**config.mk**
```make
export PLATFORM = sky130hd
export DESIGN_NAME = stream_mux_rr
export DESIGN_NICKNAME = d
export VERILOG_FILES = /design/src/rtl/stream_mux_rr.sv
export SDC_FILE = /design/constraint.sdc
export NUM_CORES = 1
export LEC_CHECK = 0
export ABC_CLOCK_PERIOD_IN_PS = 8490
export BUFFER_PORTS_ARGS = -buffer_cell sky130_fd_sc_hd__buf_2
export CAP_MARGIN = 20
export CORE_ASPECT_RATIO = 0.9
export CORE_UTILIZATION = 53
export CTS_CLUSTER_DIAMETER = 80
export CTS_CLUSTER_SIZE = 14
export DETAILED_ROUTE_END_ITERATION = 8
export GPL_TIMING_DRIVEN = 0
export PLACE_DENSITY = 0.95
export SLEW_MARGIN = 30
export SYNTH_ARGS = -nofsm -noshare
export SYNTH_HDL_FRONTEND = slang
export SYNTH_SLANG_ARGS = --single-unit
```
**constraint.sdc**
```tcl
create_clock -name clk -period 8.49 [get_ports clk]
set_clock_uncertainty 0.15 [all_clocks]
set_input_delay 0.849 -clock clk [delete_from_list [all_inputs] [get_ports clk]]
set_output_delay 0.849 -clock clk [all_outputs]
set_load 0.03 [all_outputs]
```
**src/rtl/stream_mux_rr.sv**
```systemverilog
// stream_mux_rr
//   Multiplexes CHANNELS valid/ready input streams onto one registered
//   output stream. The source is either a fixed channel picked by sel
//   (mode = 0) or a round-robin choice among the valid channels (mode = 1).
//   The output register holds one word. A new word can load in the same
//   edge that the previous one leaves, so the block passes one word per
//   cycle.
//
// Ports
//   clk        rising-edge clock
//   rst_n      asynchronous active-low reset
//   mode       0 = fixed select by sel, 1 = round-robin
//   sel        channel index used in fixed mode
//   in_data    flattened channel data; channel i is [i*WIDTH +: WIDTH]
//   in_valid   per-channel valid
//   in_ready   per-channel ready; at most one bit is high
//   out_data   registered data of the selected channel
//   out_chan   registered index of the channel that supplied out_data
//   out_valid  out_data holds a word
//   out_ready  downstream accepts the word
module stream_mux_rr #(
  parameter int WIDTH    = 8,
  parameter int CHANNELS = 8,
  localparam int SEL_W   = (CHANNELS > 1) ? $clog2(CHANNELS) : 1
) (
  input  logic                      clk,
  input  logic                      rst_n,
  input  logic                      mode,
  input  logic [SEL_W-1:0]          sel,
  input  logic [CHANNELS*WIDTH-1:0] in_data,
  input  logic [CHANNELS-1:0]       in_valid,
  output logic [CHANNELS-1:0]       in_ready,
  output logic [WIDTH-1:0]          out_data,
  output logic [SEL_W-1:0]          out_chan,
  output logic                      out_valid,
  input  logic                      out_ready
);

  logic [WIDTH-1:0]    out_data_r;
  logic [SEL_W-1:0]    out_chan_r;
  logic                out_valid_r;
  logic [SEL_W-1:0]    ptr_r;        // last channel granted in round-robin mode

  logic                load_en_s;
  logic                grant_vld_s;
  logic [SEL_W-1:0]    grant_idx_s;
  logic                xfer_in_s;
  logic [WIDTH-1:0]    grant_data_s;
  logic [CHANNELS-1:0] in_ready_s;

  // The output register can take a word when it is empty or is being drained.
  assign load_en_s = !out_valid_r || out_ready;

  // Grant selection: a fixed index or a rotating search that starts after ptr_r.
  always_comb begin
    logic [SEL_W-1:0] idx_v;
    grant_vld_s = 1'b0;
    grant_idx_s = {SEL_W{1'b0}};
    idx_v       = {SEL_W{1'b0}};
    if (mode == 1'b0) begin
      // An index at or above CHANNELS names no channel, so nothing is granted.
      if (int'(sel) < CHANNELS) begin
        grant_vld_s = in_valid[sel];
        grant_idx_s = sel;
      end else begin
        grant_vld_s = 1'b0;
      end
    end else begin
      // The search visits ptr+1 .. ptr and wraps modulo CHANNELS. ptr_r is
      // always below CHANNELS, so no out-of-range index can be produced.
      for (int k = 1; k <= CHANNELS; k++) begin
        idx_v = SEL_W'((int'(ptr_r) + k) % CHANNELS);
        if (!grant_vld_s && in_valid[idx_v]) begin
          grant_vld_s = 1'b1;
          grant_idx_s = idx_v;
        end else begin
          grant_vld_s = grant_vld_s;
        end
      end
    end
  end

  // Data of the granted channel.
  assign grant_data_s = in_data[int'(grant_idx_s)*WIDTH +: WIDTH];

  assign xfer_in_s = grant_vld_s && load_en_s;

  // Ready goes only to the granted channel. It stays low while reset is held
  // because load_en would otherwise be high once the output register is empty.
  always_comb begin
    in_ready_s = {CHANNELS{1'b0}};
    if (rst_n && xfer_in_s) begin
      in_ready_s[grant_idx_s] = 1'b1;
    end else begin
      in_ready_s = {CHANNELS{1'b0}};
    end
  end

  // Output register and round-robin pointer.
  always_ff @(posedge clk or negedge rst_n) begin
    if (!rst_n) begin
      out_data_r  <= {WIDTH{1'b0}};
      out_chan_r  <= {SEL_W{1'b0}};
      out_valid_r <= 1'b0;
      ptr_r       <= SEL_W'(CHANNELS - 1);
    end else if (xfer_in_s) begin
      out_data_r  <= grant_data_s;
      out_chan_r  <= grant_idx_s;
      out_valid_r <= 1'b1;
      if (mode == 1'b1) begin
        ptr_r <= grant_idx_s;
      end else begin
        ptr_r <= ptr_r;
      end
    end else if (out_ready) begin
      // The word was drained and nothing replaced it. Data and chan are kept.
      out_valid_r <= 1'b0;
    end else begin
      out_valid_r <= out_valid_r;
    end
  end

  assign in_ready  = in_ready_s;
  assign out_data  = out_data_r;
  assign out_chan  = out_chan_r;
  assign out_valid = out_valid_r;

endmodule

```
**Word level (Yosys, flattened, before mapping)**

Index checks and enable logic that the tools add are counted.

- Bits in registers: 15
- Memories: 0
- Memory bits (writable): 0
- Memory bits (read-only): 0
- Latch bits: 0

- Bitwise gates (word level): 0
- Multiplexer cells: 48
- Reduce and logical (&&, ||, !) cells: 21
- Multipliers: 0
- Shifts and indexed selects: 1
- Order comparisons: 11
- Divide/modulo/power cells: 0
- $add $sub $neg: 8
- Eq/ne operators: 0

Operators with widths:

| kind | number |
|---|---|
| 64-bit by 7-bit indexed part select with 8-bit output | 1 |
| 3-bit by 4-bit less-than comparator with 1-bit output, second input constant | 10 |
| 1-bit two-way mux | 28 |
| 1-bit binary-select mux with 3-bit select | 9 |
| 3-bit two-way mux | 9 |
| 3-bit adder, second input constant | 4 |
| 1-bit logical AND | 10 |
| 1-bit zero test | 8 |
| 8-bit two-way mux | 1 |
| 3-bit by 1-bit adder with 3-bit output, second input constant | 2 |
| 3-bit by 2-bit adder with 3-bit output, second input constant | 2 |
| 1-bit demux with 3-bit select | 1 |
| 3-bit by 1-bit greater-or-equal comparator with 1-bit output, second input constant | 1 |
| 2-bit AND reduction | 1 |
| 2-bit nonzero test | 1 |
| 1-bit logical OR | 1 |

**Longest topological paths before layout**

- Word-level depth: 38
- Depth in mapped cells: 16

**Worst setup path before layout**

Ideal clock, no wire load.

- Kind: flip-flop to output port
- From: register ptr_r[1]
- To: output in_ready[5]
- Slack: 3452 ps
- Data required time: 7491 ps
- Stages on the path, launching flop included: 13
- Data arrival time: 4039 ps
- Path through: dfstp_2 clkbuf_1 inv_1 ha_1 clkbuf_1 mux4_2 mux2_2 o31ai_1 a311oi_1 a211oi_4 buf_2 nand3_1 nor2_1

- Longest elaborated chain between the ends: 38
- Elaborated cells between the ends (all ways): 71

RTL lines:

| item | line | text |
|---|---|---|
| start: declaration | 42 | `logic [SEL_W-1:0] ptr_r;` |
| start signal: assignment | 105 | `ptr_r <= SEL_W'(CHANNELS - 1);` |
| start signal: assignment | 111 | `ptr_r <= grant_idx_s;` |
| start signal: assignment | 113 | `ptr_r <= ptr_r;` |
| 3-bit by 1-bit adder with 3-bit output | 72 | `idx_v = SEL_W'((int'(ptr_r) + k) % CHANNELS);` |
| 1-bit binary-select mux with 3-bit select | 73 | `if (!grant_vld_s && in_valid[idx_v]) begin` |
| 1-bit two-way mux (implied by the code) | 73 |  |
| 1-bit two-way mux | 73 |  |
| 1-bit two-way mux | 60 | `if (mode == 1'b0) begin` |
| 1-bit zero test | 73 |  |
| 1-bit logical AND | 73 |  |
| 1-bit two-way mux | 73 |  |
| [... 22 more ...] | n/a |  |
| 1-bit logical AND | 73 |  |
| 3-bit two-way mux | 73 |  |
| 3-bit two-way mux | 60 |  |
| 3-bit by 4-bit less-than comparator with 1-bit output (implied by the code) or 3-bit by 1-bit greater-or-equal comparator with 1-bit output (tied branches) | 93 | `in_ready_s[grant_idx_s] = 1'b1;` |
| 1-bit logical AND (implied by the code) | 93 |  |
| 1-bit two-way mux (implied by the code) | 93 |  |
| 1-bit demux with 3-bit select | 93 |  |
| 8-bit two-way mux * | 92 | `if (rst_n && xfer_in_s) begin` |
| end: declaration | 32 | `output logic [CHANNELS-1:0] in_ready,` |

Mark *: on every way between the ends. The rest lies on a longest branch, timed or not. The select of a mux whose other input is x is not followed.

**Final worst setup path**

Same ends and word-level chain as after synthesis.

==> metrics.cfg <==
[outcome]
status=finished with violations
failed_checks=design-rule violations

[synth]
yosys_warnings=0
synth_fp_nets=344
ys_async_sr_fraction_pct=100
yosysSeqAreaShare_pct=16.6
synth.distinct_cells=56
synth_edf_count=0
synth-seq-cells=15
syn_inst=263
synth_area_per_cell_um2=8.69
synthesis.area_um2=2290
synth_flop_cell=dfrtp_1

[timing]
hold_viol=0
timing.hold.ws_ns=0.337
rsz0062_at_grt=no
finalCritPeriodShare_pct=72.1
tns_ns=0
slew_headroom_pct=40.1
fmax_mhz=163
finalSetupViolCount=0
finalMaxSlewViolations=0
layout_min_cycle_time_ns=6.12
tightest_slew_ns=0.895

[clock_tree]
hold_buffers=0
htreeDepth=1
post-cts-setup-buffer-count=0
path_clk_slew_ns=0.06
ctsResizeCount=0
cts_buffers=3
cts_sinks=15
clk_latency_ns=0.25
cts_tree=yes
cts_buffer_depth=2
clockRootBuffer=clkbuf_8

[setup_path]
worstPathCellList=clkbuf_1 > inv_1 > ha_1 > clkbuf_1 > mux4_2 > mux2_2 > o31ai_1 > a311oi_1 > a211oi_4 > buf_2 > nand3_1 > nor2_1 > buf_2
slowest_stage=a211oi_4
crit_required_ns=7.49
end_kind=primary output
critical-path-max-stage-delay_ns=0.60
worstSetupPathType=reg2out
worstSetupStartpointType=flop
r2r_setup_slack_ns=3.51
cp.arrival_ns=5.12
critPathMaxFanout=10

[worst_hold_path]
hold_class=reg2reg

[cells_and_area]
drive_gt1_share_pct=38.2
postLayoutCellArea_um2=2880
final_core_util_pct=70.1
diodes=0
nets=446
area_growth_pct=25.8

[run]
drv_cap=0

[pwr]
power_density_nw_per_um2=464
cellLeakagePower_nw=1.36
ir_drop_v=0.000287

[die]
coreArea_um2=4100
die_w_um=71.2
fp-row-count=22
die_area_um2=4580
ios=99
die_h_um=64.3
start_util_pct=55.7

[detailed_routing]
wire_per_inst_um=17.6
drc=4
drt-initial-drc-count=261
route.vias.total=2654
routed_wl_um=7260
ant_nets=0
dr.pass1.iters=7
via_per_inst=6.44

[placement]
io_buffers=97
hpwlAfterDp_um=5710
placed_area_um2=2830
gp_congestion=0.967

[global_route]
grt_pass1_vias=2365
grt_start_max_net_pins=18
antenna_found_initial=0
grt_util_all_layers_pct=31.6
grt_pass1_wl_um=11500
overflow=0

## cells in the final DEF (no fill, tap or decap), drive strengths merged, types with 5 or more instances in the layout
cell	synthesis	routed
o22a	8	8
nand2b	7	7
nand3	6	6
clkbuf	8	12
inv	5	5
a211oi	7	7
a21oi	12	12
o211ai	8	8
buf	7	104
dfrtp	12	12
a221o	7	7
mux2i	31	31
nor2	25	25
mux4	14	14
o21ai	5	5
nand2	41	41
## layer usage
metal | GRT usage (%) | up-vias | share of wire, %
met5 | 0 | - | 0
met4 | 5.50 | 0 | 1.6
met3 | 4.26 | 17 | 8.5
met2 | 52.4 | 151 | 47
met1 | 44.1 | 1265 | 42
li1 | - | 1221 | -
## registers in the layout, indices dropped and copies added (netlist names)
register / cells
out_chan: 3
out_valid: 1
out_data: 8
ptr_r: 3
## cells by family after synthesis
| family | count (synthesis) | share of synthesized area (%) |
|---|---|---|
| muxes | 48 | 28.8 |
| and+or+nand+nor | 97 | 19.7 |
| AOI/OAI and AO/OA | 76 | 27.5 |
| adders and majority gates | 2 | 1.09 |
| xor gates and xnor gates | 4 | 1.53 |
| DFF | 15 | 16.6 |
| buffers and inverters | 21 | 4.76 |
## final timing paths
check                       startpoint          end  cells past startpoint
min in group asynchronous        rst_n  out_data[3]                      1
max reg2reg                   ptr_r[1]  out_data[5]                     13
min reg2reg                out_chan[2]  out_chan[2]                      2
max                           ptr_r[1]  in_ready[5]                     13
min                        out_chan[2]  out_chan[2]                      2
max in group asynchronous        rst_n     ptr_r[2]                      1
## cell type report
type                            count  area, um2
Buffer                             15       86.3
Clock buffer                        4       45.0
Tap cell                           48       60.1
Sequential cell                    15        379
Timing Repair Buffer               97        485
Fill cell                         313       1220
Multi-Input combinational cell    227       1800
Inverter                            6       22.5
## power by group
group | leakage [nW] | internal, mW | switching, mW
Clock | 0.0228 | 0.0332 | 0.0258
Sequential | 0.176 | 0.111 | 0.0197
Combinational | 1.16 | 0.462 | 0.682
Total | 1.36 | 0.606 | 0.728
## stage by stage
stage                     std cells  power [mW]  setup WS, ns
after detailed placement        408        1.25          2.79
final                           412        1.33          2.37
after floorplan                 263        1.01          3.45
after CTS                       412        1.31          2.51
after global routing            412        1.42          2.15
after global placement          408        1.23          2.91
## worst max-delay path, delay by kind of cell, from the launching register on
kind	cells	cell delay [ns]
compound gates	3	1.08
fa+ha+maj	1	0.46
flops	1	0.56
buf+inv	5	1.64
simple gates	2	0.37
mux	2	0.74
## synthesized netlist by cell type, types with 3 or more instances
library cell	instances	area, um2
a211oi_1	5	37.5
a21oi_1	12	60.1
a221o_1	7	70.1
a2bb2oi_1	4	35.0
a32o_1	3	30.0
and2_1	3	18.8
buf_4	3	22.5
clkbuf_1	7	26.3
dfrtp_1	12	300
dfstp_2	3	78.8
inv_1	5	18.8
mux2_2	3	33.8
mux2i_1	31	310
mux4_2	14	315
nand2_1	40	150
nand2b_1	7	43.8
nand3_1	6	30.0
nor2_1	25	93.8
nor2b_1	3	18.8
nor3_1	3	15.0
o211ai_1	5	37.5
o211ai_2	3	37.5
o21ai_0	4	20.0
o22a_1	8	70.1
o31ai_1	3	22.5
or2_2	3	18.8
Power figures use the tool's default switching activity.
